===== config.mk =====
export PLATFORM = sky130hd
export DESIGN_NAME = fetch_stage
export DESIGN_NICKNAME = d
export VERILOG_FILES = /design/src/rtl/fetch_stage.sv
export SDC_FILE = /design/constraint.sdc
export NUM_CORES = 1
export LEC_CHECK = 0
export ABC_AREA = 1
export ABC_CLOCK_PERIOD_IN_PS = 3600
export BUFFER_PORTS_ARGS = -buffer_cell sky130_fd_sc_hd__buf_4
export CAP_MARGIN = 10
export CORE_MARGIN = 2
export CORE_UTILIZATION = 38
export CTS_CLUSTER_SIZE = 8
export DETAILED_ROUTE_END_ITERATION = 12
export HOLD_SLACK_MARGIN = 0.08
export PLACE_DENSITY_LB_ADDON = 0.1
export SYNTH_ARGS = -nofsm -noshare
export SYNTH_HDL_FRONTEND = slang
export SYNTH_SLANG_ARGS = --single-unit
export TNS_END_PERCENT = 5

===== constraint.sdc =====
create_clock -name clk -period 3.6 [get_ports clk]
set_input_delay 0.18 -clock clk [delete_from_list [all_inputs] [get_ports clk]]
set_output_delay 0.18 -clock clk [all_outputs]
set_load 0.02 [all_outputs]

===== src/rtl/fetch_stage.sv =====
// Instruction-fetch stage: PC register, IF/ID pipeline register and a hardware
// return-address stack with sticky overflow/underflow flags.
module fetch_stage #(
    parameter int PC_W      = 12,
    parameter int INSTR_W   = 32,
    parameter int RAS_DEPTH = 8
) (
    input  logic               clk,
    input  logic               rst,
    input  logic               stall,
    input  logic               flush,
    input  logic               redirect,
    input  logic [PC_W-1:0]    redirect_pc,
    input  logic               call,
    input  logic               ret,
    output logic [PC_W-1:0]    imem_addr,
    input  logic [INSTR_W-1:0] imem_data,
    output logic [INSTR_W-1:0] if_id_instr,
    output logic [PC_W-1:0]    if_id_pc,
    output logic               if_id_valid,
    output logic               ras_empty,
    output logic               stack_overflow,
    output logic               stack_underflow
);
    localparam int IDX_W = $clog2(RAS_DEPTH);
    localparam int SP_W  = IDX_W + 1;

    logic [PC_W-1:0]    pc_reg, pc_next;
    logic [INSTR_W-1:0] instr_reg, instr_next;
    logic [PC_W-1:0]    ifpc_reg, ifpc_next;
    logic               valid_reg, valid_next;
    logic [SP_W-1:0]    sp_reg, sp_next;
    logic               ovf_reg, ovf_next;
    logic               unf_reg, unf_next;

    logic [PC_W-1:0]    ras [RAS_DEPTH];
    logic               push_en;
    logic [IDX_W-1:0]   push_idx;
    logic [PC_W-1:0]    push_data;
    logic [IDX_W-1:0]   top_idx;
    logic [PC_W-1:0]    ras_top;
    logic               ras_full;
    logic               pop_ok;

    assign push_idx  = sp_reg[IDX_W-1:0];
    assign push_data = ifpc_reg + PC_W'(1);
    assign top_idx   = IDX_W'(sp_reg - SP_W'(1));
    assign ras_top   = ras[top_idx];
    assign ras_full  = (sp_reg >= SP_W'(RAS_DEPTH));
    assign pop_ok    = ret && (sp_reg != '0);

    always_comb begin
        pc_next    = pc_reg;
        instr_next = instr_reg;
        ifpc_next  = ifpc_reg;
        valid_next = valid_reg;
        sp_next    = sp_reg;
        ovf_next   = ovf_reg;
        unf_next   = unf_reg;
        push_en    = 1'b0;

        if (call) begin
            if (!ras_full) begin
                push_en = 1'b1;
                sp_next = sp_reg + SP_W'(1);
            end else begin
                ovf_next = 1'b1;
            end
            pc_next    = redirect_pc;
            instr_next = '0;
            ifpc_next  = '0;
            valid_next = 1'b0;
        end else if (pop_ok) begin
            pc_next    = ras_top;
            sp_next    = sp_reg - SP_W'(1);
            instr_next = '0;
            ifpc_next  = '0;
            valid_next = 1'b0;
        end else begin
            // A return on an empty stack only raises the flag; fetch carries on normally.
            if (ret) begin
                unf_next = 1'b1;
            end
            if (redirect) begin
                pc_next    = redirect_pc;
                instr_next = '0;
                ifpc_next  = '0;
                valid_next = 1'b0;
            end else begin
                if (!stall) begin
                    pc_next    = pc_reg + PC_W'(1);
                    instr_next = imem_data;
                    ifpc_next  = pc_reg;
                    valid_next = 1'b1;
                end
                if (flush) begin
                    instr_next = '0;
                    ifpc_next  = '0;
                    valid_next = 1'b0;
                end
            end
        end
    end

    always_ff @(posedge clk) begin
        if (rst) begin
            pc_reg    <= '0;
            instr_reg <= '0;
            ifpc_reg  <= '0;
            valid_reg <= 1'b0;
            sp_reg    <= '0;
            ovf_reg   <= 1'b0;
            unf_reg   <= 1'b0;
        end else begin
            pc_reg    <= pc_next;
            instr_reg <= instr_next;
            ifpc_reg  <= ifpc_next;
            valid_reg <= valid_next;
            sp_reg    <= sp_next;
            ovf_reg   <= ovf_next;
            unf_reg   <= unf_next;
        end
    end

    // Stack storage carries no reset; stale entries are unreachable once sp is cleared.
    always_ff @(posedge clk) begin
        if (!rst && push_en) begin
            ras[push_idx] <= push_data;
        end
    end

    assign imem_addr       = pc_reg;
    assign if_id_instr     = instr_reg;
    assign if_id_pc        = ifpc_reg;
    assign if_id_valid     = valid_reg;
    assign ras_empty       = (sp_reg == '0);
    assign stack_overflow  = ovf_reg;
    assign stack_underflow = unf_reg;
endmodule

* After elaboration in Yosys (flattened, before gate mapping)
Memories as Yosys holds them, arrays and structs flattened. Cells that the tools add are included.
Operators by class: $add $sub $neg 4, $lt $le $gt $ge 1, eq/ne operators 2, multiplexer cells 11, bitwise gates (word level) 2, reduce and logical (&&, ||, !) cells 10
Operator list (count):
- 12-bit two-way mux | 4
- 12-bit by 1-bit adder with 12-bit output (second input constant) | 2
- 4-bit two-way mux | 3
- 5-bit OR reduction | 1
- 4-bit by 1-bit adder with 4-bit output (second input constant) | 1
- 4-bit >= comparator (second input constant) | 1
- 4-bit logical NOT | 1
- 1-bit two-way mux | 4
- 4-bit by 1-bit inequality test with 1-bit output (second input constant) | 1
- 2-bit AND reduction | 2
- 4-bit nonzero test | 1
- 4-bit by 1-bit subtractor with 4-bit output (second input constant) | 1
- 3-bit AND reduction | 1
- 1-bit logical AND | 2
- 2-bit inequality test (second input constant) | 1
- 1-bit NOT | 2
- 2-bit nonzero test | 1
- 1-bit logical NOT | 1
Storage, ports and cells: register bits after elaboration 63, RAM bits 96, input port bits 51, output and inout port bits 60, memories 1
Memory list:
- ras | words 8, width 12, rd ports 1, clocked after Yosys merged registers in 0, wr ports 1, RTL line 36 | logic [PC_W-1:0] ras [RAS_DEPTH];

* Depth between registers and ports, before layout
Gate-level depths: netlist (run 1).
depth after elaboration 6, depth in mapped cells 14

* Worst setup path before layout (run 1)
No wires, ideal clock.
path type register -> register, start point reg sp_reg[0], end point reg pc_reg[7], in the netlist imem_addr[7], setup time 119 ps, arrival time 1645 ps, slack 1835 ps, stages on the path, launching flop included 12, path buffers 4, clock period less this slack 1765 ps, cell sequence dfxtp_1 > buf_4 > inv_4 > buf_2 > ha_1 > buf_2 > buf_2 > nand3_1 > nand3_1 > nand3_1 > nand2_1 > a21oi_1
On the way: cells in the longest elaborated chain, start to end 4, elaborated cells between the ends (all ways) 7
Ends and longest elaborated chain:
- start: declaration | RTL line 32 | logic [SP_W-1:0] sp_reg, sp_next;
- start signal: assignment | RTL line 119 | sp_reg <= sp_next;
- 4-bit by 1-bit subtractor with 4-bit output or 4-bit nonzero test (tied branches)
- memory 8 x 12 bit or 1-bit logical AND (tied branches)
- 12-bit two-way mux | RTL line 73 | end else if (pop_ok) begin
- 12-bit two-way mux | RTL line 62 | if (call) begin
- end signal: assignment | RTL line 115 | pc_reg <= pc_next;
- end: declaration | RTL line 28 | logic [PC_W-1:0] pc_reg, pc_next;
Parallel ways exist; a longest one is shown, timed or not. A chain may end at the register's enable or synchronous reset.

* Final worst setup path (run 1)
start point reg sp_reg[0], end point reg pc_reg[1], in the netlist imem_addr[1]
The elaborated chain is that of the path after synthesis.

==> results.py, run 1 <==
metrics = {
    "outcome": {
        "status": "finished clean",
    },
    "floorplanning": {
        "die_area_um2": 19570,
        "die_x_um": 139.9,
        "num_rows": 49,
        "die_y_um": 139.9,
        "core_area_um2": 18020,
        "initial_core_util_pct": 38.92,
        "ioPinCount": 111,
    },
    "cells_and_area": {
        "final_common_cell": "nand2_1",
        "post-route-util_pct": 49.57,
        "regMostFlops": "ras",
        "layout_common_cells": "nand2_1, buf_4, edfxtp_1, nand3_1, dfxtp_1",
        "antenna_cells": 0,
        "largest_register_ffs": 96,
        "nets": 934,
        "finalInstanceArea_um2": 8935,
        "areaGrowthSynthToFinish_pct": 27.36,
        "drive_gt1_share_pct": 23.21,
        "stdcell_count": 1121,
        "fillers": 1734,
    },
    "routing": {
        "routed-via-count": 5591,
        "wirelength_um": 18770,
        "antenna_left": 0,
        "post-route-drc-count": 0,
        "vias_per_cell": 4.988,
        "drt_iter0_drc": 365,
        "wl_per_cell_um": 16.74,
        "firstDrtPassIters": 5,
    },
    "worst_setup_path": {
        "max_stage_delay_ns": 0.56,
        "timing.rr.end": "imem_addr[1]$_SDFFE_PP0P_",
        "endpoint_kind": "flip-flop",
        "arrival_ns": 3.20,
        "r2r_start": "sp_reg[0]$_SDFFE_PP0P_",
        "crit_chain": "inv_4 > ha_1 > inv_1 > nor2_1 > o21ai_0 > nand3_1 > nand3_1 > nand2_1 > nand2_1 > a21oi_2 > dlygate4sd3_1",
        "crit_fanout": 53,
        "r2r_slack_ns": 0.71,
        "ff2ff_path_depth": 11,
        "crit_buf_inv": 3,
        "critPathLaunchType": "flip-flop",
        "cp.required_ns": 3.91,
        "cp_top_family": "buffers and inverters",
        "crit_type": "flip-flop to flip-flop",
        "crit_path_top_delay_cell": "dlygate4sd3_1",
    },
    "grt": {
        "grt.overflow.total": 0,
        "first_global_vias": 5597,
        "gr-usage-all-layers_pct": 19.55,
        "grt_pass1_wl_um": 29940,
        "antenna_found_initial": 0,
        "grt_start_max_net_pins": 56,
    },
    "sta": {
        "tns_ns": 0,
        "setup_viol": 0,
        "drv_slew": 0,
        "maxClockFrequency_mhz": 345.7,
        "fin_crit_sh_pct": 80.35,
        "worst_pin_slew_ns": 1.088,
        "slew_headroom_pct": 27.20,
        "rsz0062_at_grt": "no",
        "worst_slack_ns": 0.7073,
        "clock_skew_ns": 0.008452,
        "final_hold_viol_count": 0,
        "min_period_ns": 2.893,
    },
    "power_and_ir_drop": {
        "powerDensity_nw_per_um2": 518.3,
        "p_leak_nw": 3.531,
        "ir_drop_v": 0.0003842,
    },
    "placement": {
        "port_buffers": 110,
        "gp_congestion": 0.8725,
        "place_ws_ns": 1.203,
        "placed_cell_area_um2": 7933,
        "placed_cells": 1046,
        "hpwl_um": 12540,
    },
    "yosys": {
        "yosysWarningCount": 0,
        "syn_area_per_cell_um2": 9.506,
        "synth-seq-cells": 159,
        "ys_async_sr_fraction_pct": 0,
        "synth_top_area_share_pct": 41.09,
        "netlist_area_um2": 7015,
        "ys_top_cells_by_area": "edfxtp_1, dfxtp_1, nand2_1",
        "syn_inst": 738,
        "syn-num-nets": 793,
        "ys.flop_type": "edfxtp_1",
        "ys_seq_area_share_pct": 59.07,
        "synth-edff-count": 96,
        "ys_types": 35,
        "synth_top_area_cell": "edfxtp_1",
    },
    "clock_tree": {
        "cts_resized": 0,
        "cts_made_buffers": 17,
        "clockBufferDepth": 2,
        "cts-htree-levels": 4,
        "clkLatencyLatePin_ns": 0.42,
        "clkSlewWorstSetupHoldPaths_ns": 0.07,
        "cts.sinks": 159,
        "cts_setup_buffers": 0,
        "tritoncts": "done",
        "root_buffer": "clkbuf_16",
    },
    "min_path": {
        "hold_start": "redirect_pc[0]",
        "min_to": "imem_addr[0]$_SDFFE_PP0P_",
        "whs_path_depth": 3,
        "hp-class": "input pin to flip-flop",
    },
    "flow_run": {
        "maxCapViolations": 0,
    },
}
[final cells by class]
cell class | count | area, um2 | area share (%)
clock buffers | 20 | 478.0 | 5.349
clock inverters | 12 | 93.84 | 1.050
inverters | 46 | 185.2 | 2.073
multi-input cells | 495 | 2439 | 27.29
flip-flops and latches | 159 | 4144 | 46.38
well taps | 229 | 286.5 | 3.207
repair buffers | 160 | 1309 | 14.65
[worst min-delay path: stages]
cell,delay (ns)
buf_4,0.08
o21ai_0,0.11
a21oi_1,0.12
[report_power, final]
| group | total [mW] | switching [mW] | internal (mW) | leakage (nW) |
|---|---|---|---|---|
| Combinational | 0.862 | 0.565 | 0.298 | 1.92 |
| Sequential | 2.03 | 0.0523 | 1.98 | 1.33 |
| Clock | 1.74 | 0.762 | 0.974 | 0.285 |
[layer usage]
metal  global-route usage, %  vias to the layer above  part of all wire [%]
met2                   33.17                      133                    50
met3                   4.577                       21                   3.9
met4                   5.737                        0                   1.7
met1                   24.97                     2690                    44
met5                       0                        -                     0
li1                        -                     2747                     -
[cells in the mapped netlist (all sizes together) (3+ instances only)]
master  count
a21oi      66
inv        45
nand2     217
nor2       63
nor3        6
dfxtp      63
nand4       3
edfxtp     96
xor2        9
buf        27
nand3      88
clkbuf     11
xnor2       3
ha          4
o21ai      31
[worst max-delay path by stage]
| stage | from | end | cells after the start | slack [ns] |
|---|---|---|---|---|
| after floorplan | sp_reg[0]$_SDFFE_PP0P_ | imem_addr[7]$_SDFFE_PP0P_ | 11 | 1.84 |
| after global placement | call | ras[4][3]$_DFFE_PP_ | 5 | 1.21 |
| after detailed placement | call | ras[4][4]$_DFFE_PP_ | 5 | 1.20 |
| after CTS | sp_reg[0]$_SDFFE_PP0P_ | imem_addr[1]$_SDFFE_PP0P_ | 11 | 0.77 |
| after global routing | sp_reg[0]$_SDFFE_PP0P_ | imem_addr[1]$_SDFFE_PP0P_ | 11 | 0.53 |
| final | sp_reg[0]$_SDFFE_PP0P_ | imem_addr[1]$_SDFFE_PP0P_ | 11 | 0.71 |
[logic make-up (layout without fill, tap and decap cells)]
kind of cell | Yosys count | count (layout) | share of synthesized area, %
compound gates | 100 | 100 | 8.935
fa+ha+maj | 4 | 4 | 0.7134
flops | 159 | 159 | 59.07
simple gates | 379 | 379 | 23.61
xor+xnor | 12 | 12 | 1.498
buf+inv | 84 | 238 | 6.171
[stage by stage]
step                      total power, mW  hold WS [ns]
after global placement              2.890        0.4347
after CTS                           4.672       0.08937
after detailed placement            2.893        0.4399
after global routing                4.859       0.08776
after floorplan                     2.651        0.3226
final                               4.631        0.1012
[what timing repair did]
item,in CTS,in global routing
setup endpoints to repair,0,0
hold endpoints to repair,46,0
hold buffers,43,0
Power figures use the tool's default switching activity.
==> inputs of run 2 (changes only) <==
--- a/config.mk
+++ b/config.mk
@@ -6,7 +6,7 @@
 export NUM_CORES = 1
 export LEC_CHECK = 0
 export ABC_AREA = 1
-export ABC_CLOCK_PERIOD_IN_PS = 3600
+export ABC_CLOCK_PERIOD_IN_PS = 2400
 export BUFFER_PORTS_ARGS = -buffer_cell sky130_fd_sc_hd__buf_4
 export CAP_MARGIN = 10
 export CORE_MARGIN = 2
==> constraint.sdc (replaced) <==
create_clock -name clk -period 2.4 [get_ports clk]
set_input_delay 0.12 -clock clk [delete_from_list [all_inputs] [get_ports clk]]
set_output_delay 0.12 -clock clk [all_outputs]
set_load 0.02 [all_outputs]
==> results.py, run 2 (same netlist as run 1, synthesis figures left out) <==
metrics = {
    "outcome": {
        "status": "finished clean",
    },
    "clock_tree": {
        "clkLatencyLatePin_ns": 0.42,
        "clockBufferDepth": 2,
        "clkSlewWorstSetupHoldPaths_ns": 0.07,
        "root_buffer": "clkbuf_16",
        "cts.sinks": 159,
        "tritoncts": "done",
        "cts-htree-levels": 4,
        "cts_made_buffers": 17,
        "cts_setup_buffers": 0,
    },
    "cells_and_area": {
        "antenna_cells": 0,
        "finalInstanceArea_um2": 9125,
        "final_common_cell": "nand2_1",
        "nets": 951,
        "drive_gt1_share_pct": 24.09,
        "largest_register_ffs": 96,
        "layout_common_cells": "nand2_1, buf_4, edfxtp_1, nand3_1, dfxtp_1",
        "fillers": 1677,
        "areaGrowthSynthToFinish_pct": 30.07,
        "regMostFlops": "ras",
    },
    "routing": {
        "drt_iter0_drc": 445,
        "firstDrtPassIters": 5,
        "antenna_left": 0,
        "vias_per_cell": 4.994,
        "wirelength_um": 18910,
        "routed-via-count": 5683,
        "wl_per_cell_um": 16.62,
        "post-route-drc-count": 0,
    },
    "grt": {
        "grt_start_max_net_pins": 53,
        "grt_pass1_wl_um": 29750,
        "grt.overflow.total": 0,
        "gr-usage-all-layers_pct": 19.73,
        "antenna_found_initial": 0,
        "first_global_vias": 5634,
    },
    "sta": {
        "setup_viol": 0,
        "maxClockFrequency_mhz": 443.4,
        "worst_pin_slew_ns": 0.7013,
        "clock_skew_ns": 0.01099,
        "rsz0062_at_grt": "no",
        "tns_ns": 0,
        "min_period_ns": 2.255,
        "slew_headroom_pct": 53.09,
        "drv_slew": 0,
        "final_hold_viol_count": 0,
        "fin_crit_sh_pct": 93.96,
    },
    "floorplanning": {
        "die_area_um2": 19570,
        "core_area_um2": 18020,
        "initial_core_util_pct": 38.92,
        "ioPinCount": 111,
        "die_y_um": 139.9,
        "die_x_um": 139.9,
        "num_rows": 49,
    },
    "worst_setup_path": {
        "max_stage_delay_ns": 0.56,
        "crit_path_top_delay_cell": "dlygate4sd3_1",
        "r2r_start": "sp_reg[0]$_SDFFE_PP0P_",
        "endpoint_kind": "flip-flop",
        "crit_fanout": 52,
        "arrival_ns": 2.62,
        "crit_buf_inv": 3,
        "path_common_cell": "nand2_1",
        "r2r_slack_ns": 0.14,
        "cp.required_ns": 2.77,
        "cp_top_family": "buffers and inverters",
        "crit_type": "flip-flop to flip-flop",
        "crit_chain": "inv_4 > buf_4 > nand2_1 > nand2_1 > nand2_1 > nand3_1 > nand3_1 > nand2_1 > nand2_1 > a21oi_2 > dlygate4sd3_1",
        "critPathLaunchType": "flip-flop",
        "timing.rr.end": "imem_addr[1]$_SDFFE_PP0P_",
        "ff2ff_path_depth": 11,
    },
    "min_path": {
        "min_to": "imem_addr[2]$_SDFFE_PP0P_",
        "hold_start": "redirect_pc[2]",
        "hp-class": "input pin to flip-flop",
        "whs_path_depth": 5,
    },
    "power_and_ir_drop": {
        "p_leak_nw": 3.629,
        "ir_drop_v": 0.0005117,
        "powerDensity_nw_per_um2": 776.0,
    },
    "placement": {
        "port_buffers": 110,
        "hpwl_um": 12500,
        "gp_congestion": 0.7906,
        "placed_cell_area_um2": 8035,
    },
    "flow_run": {
        "maxCapViolations": 0,
    },
}
run 2: cell count changes in the layout (fill, tap and decap cells not counted), sizes merged:
| cell | change |
|---|---|
| inv | -1 |
| clkbuf | +1 |
| dlygate4sd3 | +5 |
| bufinv | +1 |
| buf | +12 |
| clkinv | -1 |
run 2: layout make-up:
type,instances,area [um2],area share (%)
well taps,229,286.5,3.140
multi-input cells,495,2451,26.86
clock inverters,11,103.9,1.138
inverters,46,185.2,2.029
clock buffers,21,481.7,5.279
flip-flops and latches,159,4148,45.45
repair buffers,177,1469,16.10
run 2: routing by layer:
| metal | part of all wire [%] | vias up | track usage [%] |
|---|---|---|---|
| li1 | - | 2785 | - |
| met1 | 45 | 2703 | 25.97 |
| met2 | 48 | 169 | 32.20 |
| met3 | 5.1 | 26 | 4.818 |
| met4 | 1.6 | 0 | 6.316 |
| met5 | 0 | - | 0 |
run 2: timing repair:
| item | in CTS | in global routing |
|---|---|---|
| resized for setup | 0 | 6 |
| hold endpoints to repair | 52 | 0 |
| hold buffers | 48 | 0 |
| setup endpoints to repair | 0 | 1 |
run 2: how the worst max path moves through the flow:
stage                                  start                        end  slack (ns)  depth (start not counted)
finish                sp_reg[0]$_SDFFE_PP0P_  imem_addr[1]$_SDFFE_PP0P_        0.14                         11
global route          sp_reg[0]$_SDFFE_PP0P_  imem_addr[1]$_SDFFE_PP0P_      0.0006                          9
CTS                   sp_reg[1]$_SDFFE_PP0P_  imem_addr[1]$_SDFFE_PP0P_        0.03                         12
detailed placement  if_id_pc[3]$_SDFFE_PP0N_       ras[1][11]$_DFFE_PP_        0.45                          6
global placement    if_id_pc[3]$_SDFFE_PP0N_       ras[0][11]$_DFFE_PP_        0.49                          6
floorplan             sp_reg[0]$_SDFFE_PP0P_  imem_addr[7]$_SDFFE_PP0P_        0.64                         11
run 2: worst register-to-register path, delay by kind of cell, from the launching register on:
| family | cells | cell delay, ns |
|---|---|---|
| buf+inv | 3 | 1.12 |
| flops | 1 | 0.34 |
| compound gates | 1 | 0.13 |
| simple gates | 7 | 0.61 |
run 2: metrics by stage:
step	std cells	setup WS (ns)	power, mW	utilization (%)	hold WS [ns]
after CTS	1138	0.02923	7.120	50.49	0.1155
after global placement	1058	0.4883	4.390	44.58	0.3619
after detailed placement	1058	0.4487	4.401	44.58	0.3674
final	1138	0.1449	7.081	50.62	0.1464
after global routing	1138	0.0006448	7.395	50.62	0.1556
after floorplan	738	0.6352	3.977	-	0.2626
run 2: power by group:
group	internal, mW	leakage (nW)	switching [mW]
logic	0.507	2.01	0.873
registers	2.97	1.33	0.0751
clock network	1.56	0.293	1.10
